===== src/rtl/display_tx_queue_if.sv =====
// ---------------------------------------------------------------------------
// display_tx_queue_if
//   Bundles the CPU-side display-register signals and the terminal-side strobe
//   bus of the display transmit queue.
//
//   CPU side : cpu_wr, cpu_din, flush (into queue); dsp_busy, overflow,
//              q_level (out of queue)
//   Terminal : vga_address, vga_enable, vga_w_en, vga_din (out of queue)
//
//   master modport : the queue itself (drives status and terminal bus)
//   slave  modport : the surrounding system (CPU decode + terminal)
// ---------------------------------------------------------------------------
interface display_tx_queue_if #(
    parameter int DEPTH_LOG2 = 4
);
    logic                  cpu_wr;
    logic [7:0]            cpu_din;
    logic                  flush;
    logic                  dsp_busy;
    logic                  overflow;
    logic [DEPTH_LOG2:0]   q_level;
    logic                  vga_address;
    logic                  vga_enable;
    logic                  vga_w_en;
    logic [7:0]            vga_din;

    modport master (
        input  cpu_wr, cpu_din, flush,
        output dsp_busy, overflow, q_level,
        output vga_address, vga_enable, vga_w_en, vga_din
    );

    modport slave (
        output cpu_wr, cpu_din, flush,
        input  dsp_busy, overflow, q_level,
        input  vga_address, vga_enable, vga_w_en, vga_din
    );
endinterface


===== src/rtl/display_tx_queue.sv =====
// ---------------------------------------------------------------------------
// display_tx_queue
//   Buffers characters written by the CPU to the display register and replays
//   them to the text terminal one at a time using its strobe handshake
//   (enable+w_en high for STROBE_CYCLES, low for RELEASE_CYCLES, then an
//   optional GAP_CYCLES idle pause). dsp_busy reports a full queue so software
//   can poll instead of losing characters.
//
//   Ports:
//     clk14 : system clock, single domain
//     rst   : synchronous active-high reset
//     bus   : display_tx_queue_if.master (CPU write/flush in, status and
//             terminal strobe bus out)
// ---------------------------------------------------------------------------
module display_tx_queue #(
    parameter int DEPTH_LOG2     = 4,
    parameter int STROBE_CYCLES  = 2,
    parameter int RELEASE_CYCLES = 2,
    parameter int GAP_CYCLES     = 0
) (
    input  logic                   clk14,
    input  logic                   rst,
    display_tx_queue_if.master     bus
);
    localparam int DEPTH  = 1 << DEPTH_LOG2;
    localparam int CNT_W  = DEPTH_LOG2 + 1;
    localparam int MAX_SR = (STROBE_CYCLES > RELEASE_CYCLES) ? STROBE_CYCLES : RELEASE_CYCLES;
    localparam int MAX_T  = (MAX_SR > GAP_CYCLES) ? MAX_SR : GAP_CYCLES;
    localparam int TW_RAW = $clog2(MAX_T + 1);
    localparam int TW     = (TW_RAW < 1) ? 1 : TW_RAW;

    localparam logic [CNT_W-1:0] FULL_CNT  = CNT_W'(DEPTH);
    localparam logic [TW-1:0]    T_STROBE  = TW'(STROBE_CYCLES - 1);
    localparam logic [TW-1:0]    T_RELEASE = TW'(RELEASE_CYCLES - 1);
    // Only loaded when GAP_CYCLES > 0; the guard keeps the constant in range.
    localparam logic [TW-1:0]    T_GAP     = TW'((GAP_CYCLES > 0) ? GAP_CYCLES - 1 : 0);

    typedef enum logic [1:0] {IDLE, STROBE, RELEASE, GAP} state_t;

    logic [7:0]            mem_q [DEPTH];
    logic [DEPTH_LOG2-1:0] wr_ptr_q, wr_ptr_d;
    logic [DEPTH_LOG2-1:0] rd_ptr_q, rd_ptr_d;
    logic [CNT_W-1:0]      count_q, count_d;
    logic                  overflow_q;

    state_t                state_q;
    logic [TW-1:0]         timer_q;
    logic                  addr_q;
    logic                  en_q;
    logic [7:0]            din_q;

    logic full, empty, pop, push;

    assign full  = (count_q == FULL_CNT);
    assign empty = (count_q == '0);
    // The FSM pops in IDLE; flush suppresses the pop so nothing leaves the
    // queue while it is being emptied.
    assign pop   = (state_q == IDLE) && !empty && !bus.flush;
    // A full queue still accepts a write when a slot frees in the same cycle.
    assign push  = bus.cpu_wr && !bus.flush && (!full || pop);

    always_comb begin
        wr_ptr_d = wr_ptr_q;
        rd_ptr_d = rd_ptr_q;
        count_d  = count_q;
        if (bus.flush) begin
            wr_ptr_d = '0;
            rd_ptr_d = '0;
            count_d  = '0;
        end else begin
            if (push) wr_ptr_d = wr_ptr_q + DEPTH_LOG2'(1);
            if (pop)  rd_ptr_d = rd_ptr_q + DEPTH_LOG2'(1);
            if (push && !pop)      count_d = count_q + CNT_W'(1);
            else if (!push && pop) count_d = count_q - CNT_W'(1);
        end
    end

    always_ff @(posedge clk14) begin
        if (push) mem_q[wr_ptr_q] <= bus.cpu_din;
    end

    always_ff @(posedge clk14) begin
        if (rst) begin
            wr_ptr_q   <= '0;
            rd_ptr_q   <= '0;
            count_q    <= '0;
            overflow_q <= 1'b0;
        end else begin
            wr_ptr_q <= wr_ptr_d;
            rd_ptr_q <= rd_ptr_d;
            count_q  <= count_d;
            if (bus.flush)
                overflow_q <= 1'b0;
            else if (bus.cpu_wr && full && !pop)
                overflow_q <= 1'b1;
        end
    end

    // Transfer FSM; every terminal-facing output is a register here.
    always_ff @(posedge clk14) begin
        if (rst) begin
            state_q <= IDLE;
            timer_q <= '0;
            addr_q  <= 1'b1;
            en_q    <= 1'b0;
            din_q   <= 8'h00;
        end else begin
            case (state_q)
                IDLE: begin
                    if (pop) begin
                        din_q   <= mem_q[rd_ptr_q];
                        addr_q  <= 1'b0;
                        en_q    <= 1'b1;
                        timer_q <= T_STROBE;
                        state_q <= STROBE;
                    end
                end
                STROBE: begin
                    // A flush cuts the strobe short so the terminal still sees
                    // a full release phase rather than a truncated handshake.
                    if (bus.flush || timer_q == '0) begin
                        en_q    <= 1'b0;
                        timer_q <= T_RELEASE;
                        state_q <= RELEASE;
                    end else begin
                        timer_q <= timer_q - TW'(1);
                    end
                end
                RELEASE: begin
                    if (timer_q == '0) begin
                        addr_q <= 1'b1;
                        if (GAP_CYCLES == 0) begin
                            state_q <= IDLE;
                        end else begin
                            timer_q <= T_GAP;
                            state_q <= GAP;
                        end
                    end else begin
                        timer_q <= timer_q - TW'(1);
                    end
                end
                GAP: begin
                    if (timer_q == '0) state_q <= IDLE;
                    else               timer_q <= timer_q - TW'(1);
                end
                default: state_q <= IDLE;
            endcase
        end
    end

    assign bus.dsp_busy    = full;
    assign bus.overflow    = overflow_q;
    assign bus.q_level     = count_q;
    assign bus.vga_address = addr_q;
    assign bus.vga_enable  = en_q;
    assign bus.vga_w_en    = en_q;
    assign bus.vga_din     = din_q;
endmodule


===== src/flat_wrapper.sv =====
// flat-port wrapper written by rule: the top's interface ports become plain ports
module display_tx_queue_flat 
#(
    parameter int DEPTH_LOG2     = 4,
    parameter int STROBE_CYCLES  = 2,
    parameter int RELEASE_CYCLES = 2,
    parameter int GAP_CYCLES     = 0
)
  (clk14, rst, bus_cpu_wr, bus_cpu_din, bus_flush, bus_dsp_busy, bus_overflow, bus_q_level, bus_vga_address, bus_vga_enable, bus_vga_w_en, bus_vga_din);
  display_tx_queue_if #(.DEPTH_LOG2(DEPTH_LOG2)) bus_i ();
  input  logic clk14;
  input  logic rst;
  input wire logic [$bits(bus_i.cpu_wr)-1:0] bus_cpu_wr;
  input wire logic [$bits(bus_i.cpu_din)-1:0] bus_cpu_din;
  input wire logic [$bits(bus_i.flush)-1:0] bus_flush;
  output wire logic [$bits(bus_i.dsp_busy)-1:0] bus_dsp_busy;
  output wire logic [$bits(bus_i.overflow)-1:0] bus_overflow;
  output wire logic [$bits(bus_i.q_level)-1:0] bus_q_level;
  output wire logic [$bits(bus_i.vga_address)-1:0] bus_vga_address;
  output wire logic [$bits(bus_i.vga_enable)-1:0] bus_vga_enable;
  output wire logic [$bits(bus_i.vga_w_en)-1:0] bus_vga_w_en;
  output wire logic [$bits(bus_i.vga_din)-1:0] bus_vga_din;
  assign bus_i.cpu_wr = bus_cpu_wr;
  assign bus_i.cpu_din = bus_cpu_din;
  assign bus_i.flush = bus_flush;
  assign bus_dsp_busy = bus_i.dsp_busy;
  assign bus_overflow = bus_i.overflow;
  assign bus_q_level = bus_i.q_level;
  assign bus_vga_address = bus_i.vga_address;
  assign bus_vga_enable = bus_i.vga_enable;
  assign bus_vga_w_en = bus_i.vga_w_en;
  assign bus_vga_din = bus_i.vga_din;
  display_tx_queue #(.DEPTH_LOG2(DEPTH_LOG2), .STROBE_CYCLES(STROBE_CYCLES), .RELEASE_CYCLES(RELEASE_CYCLES), .GAP_CYCLES(GAP_CYCLES)) u_core (.clk14(clk14), .rst(rst), .bus(bus_i));
endmodule

===== config.mk =====
export PLATFORM = sky130hd
export DESIGN_NAME = display_tx_queue_flat
export DESIGN_NICKNAME = d
export VERILOG_FILES = /design/src/rtl/display_tx_queue_if.sv /design/src/rtl/display_tx_queue.sv /design/src/flat_wrapper.sv
export SDC_FILE = /design/constraint.sdc
export NUM_CORES = 1
export LEC_CHECK = 0
export BUFFER_PORTS_ARGS = -buffer_cell sky130_fd_sc_hd__buf_2
export CORE_UTILIZATION = 55
export DETAILED_ROUTE_END_ITERATION = 10
export PLACE_DENSITY = 0.75
export SYNTH_ARGS = -nofsm -noshare
export SYNTH_HDL_FRONTEND = slang
export SYNTH_SLANG_ARGS = --single-unit

===== constraint.sdc =====
create_clock -name clk14 -period 2.6 [get_ports clk14]
set_input_delay 0.13 -clock clk14 [delete_from_list [all_inputs] [get_ports clk14]]
set_output_delay 0.13 -clock clk14 [all_outputs]
set_load 0.01 [all_outputs]

==> flow_summary.yaml, run 1 <==
layout:
  drive_gt1_share_pct: 24.7
  fin_cells: 609
  nets: 481
  diodes: 0
  layout_common_cells: "edfxtp_1, nor2_1, mux2i_1"
  syn_to_final_growth_pct: 16.8
  layout_commonest_cell: "edfxtp_1"
place:
  place.gp.congestion: 0.876
  dp.cells: 577
  post-dp-hpwl_microns: 8030
  portBuffers: 29
  place_ws_ps: 4.85
floorplan:
  initial_core_util_pct: 57.2
  die_w_microns: 109
  coreArea_sq_um: 11000
  dieArea_sq_um: 11900
  row_count: 38
  ios: 30
  chipHeight_microns: 109
clock_network:
  cts-htree-levels: 4
  clockRootBuffer: "clkbuf_16"
  clkSinkCount: 156
  worstSkewPairLatency_ps: 420
  clockBufferDepth: 2
  path_clk_slew_ps: 60
  tritoncts: "done"
  cts_buffers: 17
  cts_setup_buffers: 0
worst_setup_path:
  cp_cell_sequence: "nor4_4 -> buf_6 -> a311oi_4 -> ha_4 -> inv_4 -> ha_4 -> nor2b_1 -> o21a_1 -> or4_4 -> a211oi_2 -> a31o_2"
  crit_path_end_kind: "flop"
  arrival_ps: 2850
  cp.required_ps: 2960
  crit_top_cell: "ha_4"
  cp.buffers_inverters: 2
  critPathTopFamily: "simple AND/OR/NAND/NOR gates"
  cp_slowest_cell: "or4_4"
  cp_max_fo: 5
  critPathMaxStageDelay_ps: 430
  startpoint_type: "flop"
  critPathKind: "reg2reg"
detailed_routing:
  drt_iter0_drc: 354
  post_drt_wl_per_cell_microns: 20.9
  vias_per_cell: 5.87
  wl_met2_microns: 6270
  ant_nets: 0
  met1_length_microns: 5180
  drc: 0
  route.top_layer_used: "met4"
  vias: 3575
  wl_microns: 12700
  wl_met3_microns: 757
  dr.pass1.iters: 4
sta:
  hold_viol: 0
  setup_viol: 0
  tns_ps: 0
  fmax_mhz: 401
  drv_slew: 0
  fin_crit_ps: 2490
  relSlewSlack_pct: 54.7
  layout_worst_path_cycle_share_pct: 95.9
  worst_pin_slew_ps: 677
  clock_skew_ps: 11.8
  whs_ps: 66.2
  grt_setup_unrepaired: "no"
  fin_ws_ps: 108
synth:
  synth_area_leaders: "edfxtp_1, dfxtp_1, mux4_2"
  syn-instance-count: 402
  synth.distinct_cells: 43
  ys_seq_area_share_pct: 70.1
  synth_area_sq_um: 6280
  synth_ff_type: "edfxtp_1"
  synth_fp_nets: 426
  synth_edf_count: 128
  synthArstFlopShare_pct: 0
  avgSynthCellArea_sq_um: 15.6
  yosysWarningCount: 0
  yosysTopAreaCellShare_pct: 61.2
  synth_seq_cells: 156
  synth_largest_area_cell: "edfxtp_1"
global_route:
  grt_antenna_before_repair: 0
  grt_overflow: 0
  grt_pass1_wl_microns: 19000
  grt_max_degree: 35
  grtUsageTotal_pct: 23.7
  first_global_vias: 3520
power:
  p_leak_nw: 2.45
  seq_power_share_pct: 49.0
  swShare_pct: 22.6
  clock_power_share_pct: 39.5
  p_int_w: 0.00444
  ir_drop_mv: 0.602
  pwr-share-comb_pct: 11.6
  p_per_area_nw_per_um2: 781
  switching_power_w: 0.00130
status:
  outcome: "finished, final reports clean"
min_path:
  min-delay-path-class: "in2reg"
job:
  cap_viol_max_count: 0
-- final cells by class --
type,instances,area (sq um)
multi-input cells,212,1780
flip-flops and latches,156,4410
well taps,140,175
clock buffers,21,440
repair buffers,58,382
inverters,12,47.5
clock inverters,10,100
fillers,741,3640
-- flip-flops by register name (all words and copies together), names as in the netlist --
register                count
u_core.mem_q              128
u_core.bus.q_level          5
u_core.bus.vga_address      1
u_core.bus.vga_din          8
u_core.bus.vga_enable       1
u_core.state_q              2
u_core.wr_ptr_q             4
u_core.timer_q              2
u_core.bus.overflow         1
u_core.rd_ptr_q             4
-- kinds of logic (layout without fill, tap and decap cells) --
kind of cell,after synthesis,after routing,share of synthesized area [%]
multiplexers,49,49,11.0
adder cells (fa/ha/maj),12,12,2.51
flip-flops,156,156,70.1
buffers and inverters,34,101,2.27
XOR/XNOR,10,10,1.39
AND/OR/NAND/NOR,78,78,5.85
AO/OA/AOI/OAI,63,63,6.89
-- worst register-to-register path, stage by stage (launching register included) --
cell      delay (ps)
dfxtp_2          330
nor4_4           300
buf_6            170
a311oi_4         110
ha_4             200
inv_4             80
ha_4             190
nor2b_1          130
o21a_1           180
or4_4            430
a211oi_2         190
a31o_2           120
-- timing repair --
action / 4_1_cts / 5_1_grt
pin swaps: 0 / 2
setup endpoints to repair: 1 / 1
hold buffers: 1 / 0
endpoints found under the hold margin: 1 / 0
gates resized for setup: 1 / 6
-- cells in the mapped netlist, types with 6 or more instances --
cell type	instances
inv_1	11
edfxtp_1	128
nor2_1	42
nand2_1	10
o22ai_1	16
clkbuf_1	12
xor2_1	8
ha_1	11
a21oi_1	15
mux2i_1	33
buf_2	6
mux4_2	16
a211oi_1	17
dfxtp_1	28
-- final timing paths --
kind / start / end / slack, ps / cells after the start
worst min register to register: u_core.bus.overflow / u_core.bus.overflow / 480 / 2
worst max-delay path: u_core.bus.q_level[0] / u_core.bus.q_level[4] / 110 / 11
worst min-delay path: rst / u_core.bus.vga_enable / 70 / 2
worst max register to register: u_core.bus.q_level[0] / u_core.bus.q_level[4] / 110 / 11
-- power by group through the flow --
stage	registers [W]	logic, W	clock network (W)
after global placement	0.00285	0.000622	0
after floorplan	0.00288	0.000404	0
final	0.00281	0.000663	0.00226
after detailed placement	0.00286	0.000647	0
after CTS	0.00281	0.000654	0.00230
after global routing	0.00281	0.000722	0.00241
-- stage by stage --
step                instance area, sq um  total power [W]  utilization (%)
floorplan                           6320          0.00328                -
global placement                    6770          0.00348             61.6
detailed placement                  6770          0.00351             61.6
CTS                                 7320          0.00576             66.6
global route                        7340          0.00594             66.8
finish                              7340          0.00573             66.8
-- metal layers --
layer  track usage (%)  up-vias
li1                  -     1659
met1              28.6     1768
met2              38.1      116
met3              6.99       32
met4              13.4        0
met5                 0        -
Note: power is estimated with default switching activity, not from simulation.
==> inputs of run 2 (changes only) <==
--- a/config.mk
+++ b/config.mk
@@ -5,6 +5,7 @@
 export SDC_FILE = /design/constraint.sdc
 export NUM_CORES = 1
 export LEC_CHECK = 0
+export ABC_AREA = 1
 export BUFFER_PORTS_ARGS = -buffer_cell sky130_fd_sc_hd__buf_2
 export CORE_UTILIZATION = 55
 export DETAILED_ROUTE_END_ITERATION = 10
==> run 2 against run 1 <==
Net effect: wire length up 25%; flip-flop and latch count is the same; synthesized cell count grew 77%; largest cell class unchanged; highest routed layer unchanged.
==> flow_summary.yaml, run 2 <==
clock_network:
  cts-htree-levels: 4
  clkSinkCount: 156
  tritoncts: "done"
  path_clk_slew_ps: 60
  clockRootBuffer: "clkbuf_16"
  clockBufferDepth: 2
  cts_buffers: 17
  worstSkewPairLatency_ps: 430
layout:
  top_register: "u_core.mem_q"
  layout_commonest_cell: "nand2_1"
  final_core_util_pct: 65.1
  syn_to_final_growth_pct: 13.7
  diodes: 0
  drive_gt1_share_pct: 12.6
  fillers: 941
  largest_register_ffs: 128
  nets: 780
  layout_common_cells: "nand2_1, edfxtp_1, inv_1"
synth:
  synth_seq_cells: 156
  synth_most_common_cell: "nand2_1"
  yosysWarningCount: 0
  synth_area_sq_um: 6960
  synth_area_leaders: "edfxtp_1, nand2_1, dfxtp_1"
  synth_largest_area_cell: "edfxtp_1"
  yosysTopAreaCellShare_pct: 55.2
  synth.distinct_cells: 30
  synth_edf_count: 128
  avgSynthCellArea_sq_um: 9.76
  syn-instance-count: 713
  ys_seq_area_share_pct: 63.3
  synth_ff_type: "edfxtp_1"
  synthTopCellsByCount: "nand2_1, edfxtp_1, inv_1"
  synthArstFlopShare_pct: 0
  synth_fp_nets: 737
place:
  post-dp-hpwl_microns: 10100
  portBuffers: 29
  place.gp.congestion: 0.880
  place_ws_ps: 99.3
power:
  ir_drop_mv: 0.468
  p_per_area_nw_per_um2: 773
  p_leak_nw: 3.40
worst_setup_path:
  crit_start: "u_core.bus.q_level[1]"
  rr_worst_depth: 14
  startpoint_type: "flop"
  crit_top_cell: "nand2_1"
  cp.required_ps: 2960
  crit_path_end_kind: "flop"
  cp_slowest_cell: "dfxtp_1"
  cp_max_fo: 6
  critPathKind: "reg2reg"
  reg2reg_from: "u_core.bus.q_level[1]"
  reg2reg_slack_ps: 120
  arrival_ps: 2840
  critPathMaxStageDelay_ps: 390
  crit_end: "u_core.bus.q_level[4]"
  rr_endpoint: "u_core.bus.q_level[4]"
  cp_cell_sequence: "inv_1 -> nand2_1 -> nor2_1 -> o211ai_2 -> nand3_2 -> inv_4 -> ha_1 -> inv_2 -> ha_1 -> nand2_1 -> o21ai_1 -> xor2_1 -> nand2_1 -> a21oi_2"
floorplan:
  initial_core_util_pct: 57.2
  dieArea_sq_um: 13100
  chipHeight_microns: 114
  row_count: 40
  die_w_microns: 114
  coreArea_sq_um: 12200
  ios: 30
sta:
  fin_crit_ps: 2480
  hold_viol: 0
  relSlewSlack_pct: 49.1
  fin_ws_ps: 123
  tns_ps: 0
  grt_setup_unrepaired: "no"
  clock_skew_ps: 11.5
  setup_viol: 0
  drv_slew: 0
  fmax_mhz: 404
  worst_pin_slew_ps: 761
  layout_worst_path_cycle_share_pct: 95.3
job:
  cap_viol_max_count: 0
min_path:
  min-delay-path-class: "in2reg"
global_route:
  grt_antenna_before_repair: 0
  first_global_vias: 4856
  grt_max_degree: 67
  grt_overflow: 0
  grt_pass1_wl_microns: 25200
  grtUsageTotal_pct: 26.5
detailed_routing:
  drt_iter0_drc: 515
  drc: 0
  vias_per_cell: 5.32
  vias: 4982
  dr.pass1.iters: 5
  ant_nets: 0
  wl_microns: 15900
  post_drt_wl_per_cell_microns: 16.9
status:
  outcome: "finished, final reports clean"
-- run 2: cell count changes after synthesis, sizes merged, moves of 15 or more --
cell    previous run  this run
inv               12       101
nand3              2        95
o22ai             16         0
buf               10        25
mux4              16         0
a211oi            18         0
mux2i             33         0
nand2             11       237
-- run 2: kinds of logic after synthesis --
family | after synthesis | share of synthesized area, %
DFF | 156 | 63.3
AOI/OAI and AO/OA | 36 | 3.04
and+or+nand+nor | 372 | 22.7
buffers and inverters | 131 | 7.91
xor gates and xnor gates | 6 | 0.755
adders and majority gates | 12 | 2.27
-- run 2: report_power, final --
part	internal, W	switching, W	leakage, nW
Sequential	0.00277	0.0000506	1.38
Combinational	0.000278	0.000599	1.73
Clock	0.00145	0.000963	0.288
Total	0.00451	0.00161	3.40
-- run 2: cell type report --
| cell class | instances | area, sq um | area share [%] |
|---|---|---|---|
| Inverter | 104 | 393 | 4.97 |
| Clock inverter | 9 | 81.3 | 1.03 |
| Sequential cell | 156 | 4410 | 55.7 |
| Tap cell | 168 | 210 | 2.66 |
| Clock buffer | 23 | 500 | 6.33 |
| Multi-Input combinational cell | 426 | 2010 | 25.4 |
| Timing Repair Buffer | 51 | 313 | 3.95 |
-- run 2: how the worst min path moves through the flow --
stage	from	endpoint	slack [ps]	cells after the start
3_5_place_dp	rst	u_core.timer_q[1]	400	2
4_1_cts	bus_cpu_wr	u_core.wr_ptr_q[3]	40	3
6_report	bus_cpu_wr	u_core.wr_ptr_q[3]	50	3
3_3_place_gp	rst	u_core.timer_q[1]	390	2
2_1_floorplan	rst	u_core.bus.vga_enable	200	1
5_1_grt	bus_cpu_wr	u_core.wr_ptr_q[3]	70	3
-- run 2: metal layers --
metal | vias up | part of all wire (%) | GRT usage (%)
met5 | - | 0 | 0
met4 | 0 | 2.9 | 12.5
met3 | 38 | 6.2 | 5.03
met2 | 178 | 49 | 43.8
met1 | 2363 | 42 | 33.9
li1 | 2403 | - | -
-- run 2: worst max-delay path: cells and delay by family (launching register included) --
kind	cells	cell delay, ps
adders and majority gates	2	590
and+or+nand+nor	5	510
AOI/OAI and AO/OA	3	400
DFF	1	390
buffers and inverters	3	340
xor gates and xnor gates	1	170
-- run 2: repair_timing --
action	4_1_cts	5_1_grt
hold buffers	1	0
endpoints found under the setup margin	0	2
setup buffers	0	2
endpoints found under the hold margin	4	0
resized for setup	0	4
-- run 2: metrics by stage --
stage | total power, W | std cells | hold WS (ps) | cell area (sq um)
after CTS | 0.00613 | 935 | 37.7 | 7890
after global routing | 0.00634 | 937 | 72.7 | 7910
after floorplan | 0.00347 | 713 | 199 | 6960
after detailed placement | 0.00373 | 902 | 400 | 7300
final | 0.00612 | 937 | 45.8 | 7910
after global placement | 0.00369 | 902 | 387 | 7300
==> inputs of run 3 (changes only) <==
--- a/config.mk
+++ b/config.mk
@@ -5,11 +5,9 @@
 export SDC_FILE = /design/constraint.sdc
 export NUM_CORES = 1
 export LEC_CHECK = 0
-export ABC_AREA = 1
 export BUFFER_PORTS_ARGS = -buffer_cell sky130_fd_sc_hd__buf_2
-export CORE_UTILIZATION = 55
+export CORE_UTILIZATION = 40
 export DETAILED_ROUTE_END_ITERATION = 10
-export PLACE_DENSITY = 0.75
 export SYNTH_ARGS = -nofsm -noshare
 export SYNTH_HDL_FRONTEND = slang
 export SYNTH_SLANG_ARGS = --single-unit
==> run 3 against run 2 <==
Net effect: via count decreased by 30%; final cell count decreased by 27%; wire length decreased by 21%; power decreased by 4.3%; setup slack got worse by 52 ps; maximum frequency decreased by 2.1%; clock-buffer cell count decreased by 6; clock skew decreased by 3.3 ps; combinational power decreased by 23%; largest cell class unchanged; largest power group unchanged; highest routed layer unchanged.
==> flow_summary.yaml, run 3 (same netlist as run 1, synthesis figures left out) <==
layout:
  fin_cells: 686
  layout_commonest_cell: "edfxtp_1"
  nets: 486
  diodes: 0
  fillers: 1300
  largest_register_ffs: 128
  regArea_sq_um: 4410
  layout_common_cells: "edfxtp_1, nor2_1, mux2i_1"
  multiInputGateArea_sq_um: 1770
  final_core_util_pct: 49.0
  drive_gt1_share_pct: 26.7
  top_register: "u_core.mem_q"
  syn_to_final_growth_pct: 19.0
min_path:
  whs_path_depth: 2
  holdPathEnd: "u_core.bus.vga_enable"
  min-delay-path-class: "in2reg"
  min-delay-start: "rst"
floorplan:
  coreArea_sq_um: 15300
  chipHeight_microns: 127
  ios: 30
  die_w_microns: 127
  row_count: 45
  dieArea_sq_um: 16200
  initial_core_util_pct: 41.2
clock_network:
  worstSkewPairLatency_ps: 420
  tritoncts: "done"
  cts-htree-levels: 4
  path_clk_slew_ps: 60
  clkSinkCount: 156
  clockBufferDepth: 2
  cts_buffers: 17
  clockRootBuffer: "clkbuf_16"
detailed_routing:
  vias: 3501
  dr.pass1.iters: 4
  drt_iter0_drc: 225
  post_drt_wl_per_cell_microns: 18.2
  ant_nets: 0
  drc: 0
  wl_microns: 12500
  vias_per_cell: 5.10
power:
  p_per_area_nw_per_um2: 783
  ir_drop_mv: 0.517
  p_leak_nw: 2.49
sta:
  grt_setup_unrepaired: "yes"
  fmax_mhz: 395
  fin_crit_ps: 2530
  setup_viol: 0
  layout_worst_path_cycle_share_pct: 97.3
  drv_slew: 0
  worst_pin_slew_ps: 631
  tns_ps: 0
  relSlewSlack_pct: 57.9
  clock_skew_ps: 8.20
  hold_viol: 0
worst_setup_path:
  reg2reg_slack_ps: 70
  cp_max_fo: 5
  startpoint_type: "flop"
  critPathKind: "reg2reg"
  cp.required_ps: 2970
  crit_path_end_kind: "flop"
  reg2reg_from: "u_core.bus.q_level[2]"
  rr_worst_depth: 11
  arrival_ps: 2890
  rr_endpoint: "u_core.bus.q_level[4]"
status:
  outcome: "finished, final reports clean"
job:
  cap_viol_max_count: 0
place:
  post-dp-hpwl_microns: 8500
  portBuffers: 29
  place.gp.congestion: 0.826
  dp.cells: 650
global_route:
  grt_antenna_before_repair: 0
  first_global_vias: 3465
  grtUsageTotal_pct: 16.7
  grt_max_degree: 31
  grt_overflow: 0
  grt_pass1_wl_microns: 19300
==> run 3: cell types whose count changed in the layout (fill, tap and decap cells not counted), sizes merged, moves of 12 or more <==
cell,delta
a211oi,+18
buf,+12
inv,-87
mux2i,+33
mux4,+16
nand2,-226
nand3,-93
o22ai,+16
==> run 3: worst max-delay path, cell delays in order, from the launching register on <==
cell and delay (ps):
dfxtp_2 350, nor4_4 50, buf_4 150, a311oi_4 320, ha_2 280, inv_4 60
ha_4 210, nor2b_1 120, o21a_1 180, or4_4 430, a211oi_2 190, a31o_2 120
==> run 3: cell type report <==
type	count	share of cell area, %
Inverter	12	0.636
Clock inverter	15	1.94
Sequential cell	156	59.0
Clock buffer	17	5.69
Tap cell	211	3.53
Multi-Input combinational cell	212	23.7
Timing Repair Buffer	63	5.55
==> run 3: timing repair <==
action | in CTS | in global routing
endpoints found under the setup margin | 1 | 1
buffers inserted | 1 | 2
hold buffers | 1 | 0
resized for setup | 1 | 3
pin swaps | 1 | 1
endpoints found under the hold margin | 1 | 0
==> run 3: worst max path at each step <==
stage	from	end
6_report	u_core.bus.q_level[2]	u_core.bus.q_level[4]
5_1_grt	u_core.bus.q_level[2]	u_core.bus.q_level[4]
2_1_floorplan	u_core.state_q[1]	u_core.bus.q_level[4]
3_5_place_dp	u_core.bus.q_level[0]	u_core.bus.q_level[4]
3_3_place_gp	u_core.state_q[0]	u_core.bus.q_level[4]
4_1_cts	u_core.bus.q_level[1]	u_core.bus.q_level[4]
==> run 3: layer usage <==
metal	share of wire, %	track usage (%)	vias up
met4	2.5	7.56	0
li1	-	-	1666
met2	46	25.2	82
met1	47	22.3	1738
met5	0	0	-
met3	4.5	4.86	15
==> run 3: power breakdown <==
group          switching (W)  leakage, nW  total [W]  internal (W)
registers          0.0000427         1.38    0.00281       0.00276
clock network       0.000966        0.275    0.00237       0.00141
logic               0.000383        0.830   0.000675      0.000292
==> run 3: per-stage QoR <==
| stage | area [sq um] | setup WS, ps | total power, W | hold slack (ps) |
|---|---|---|---|---|
| 5_1_grt | 7480 | -23.1 | 0.00609 | 65.5 |
| 2_1_floorplan | 6320 | -70.8 | 0.00328 | 203 |
| 3_5_place_dp | 6870 | -5.13 | 0.00352 | 386 |
| 6_report | 7480 | 71.4 | 0.00586 | 68.1 |
| 3_3_place_gp | 6870 | 59.5 | 0.00350 | 381 |
| 4_1_cts | 7460 | 17.7 | 0.00591 | 53.0 |
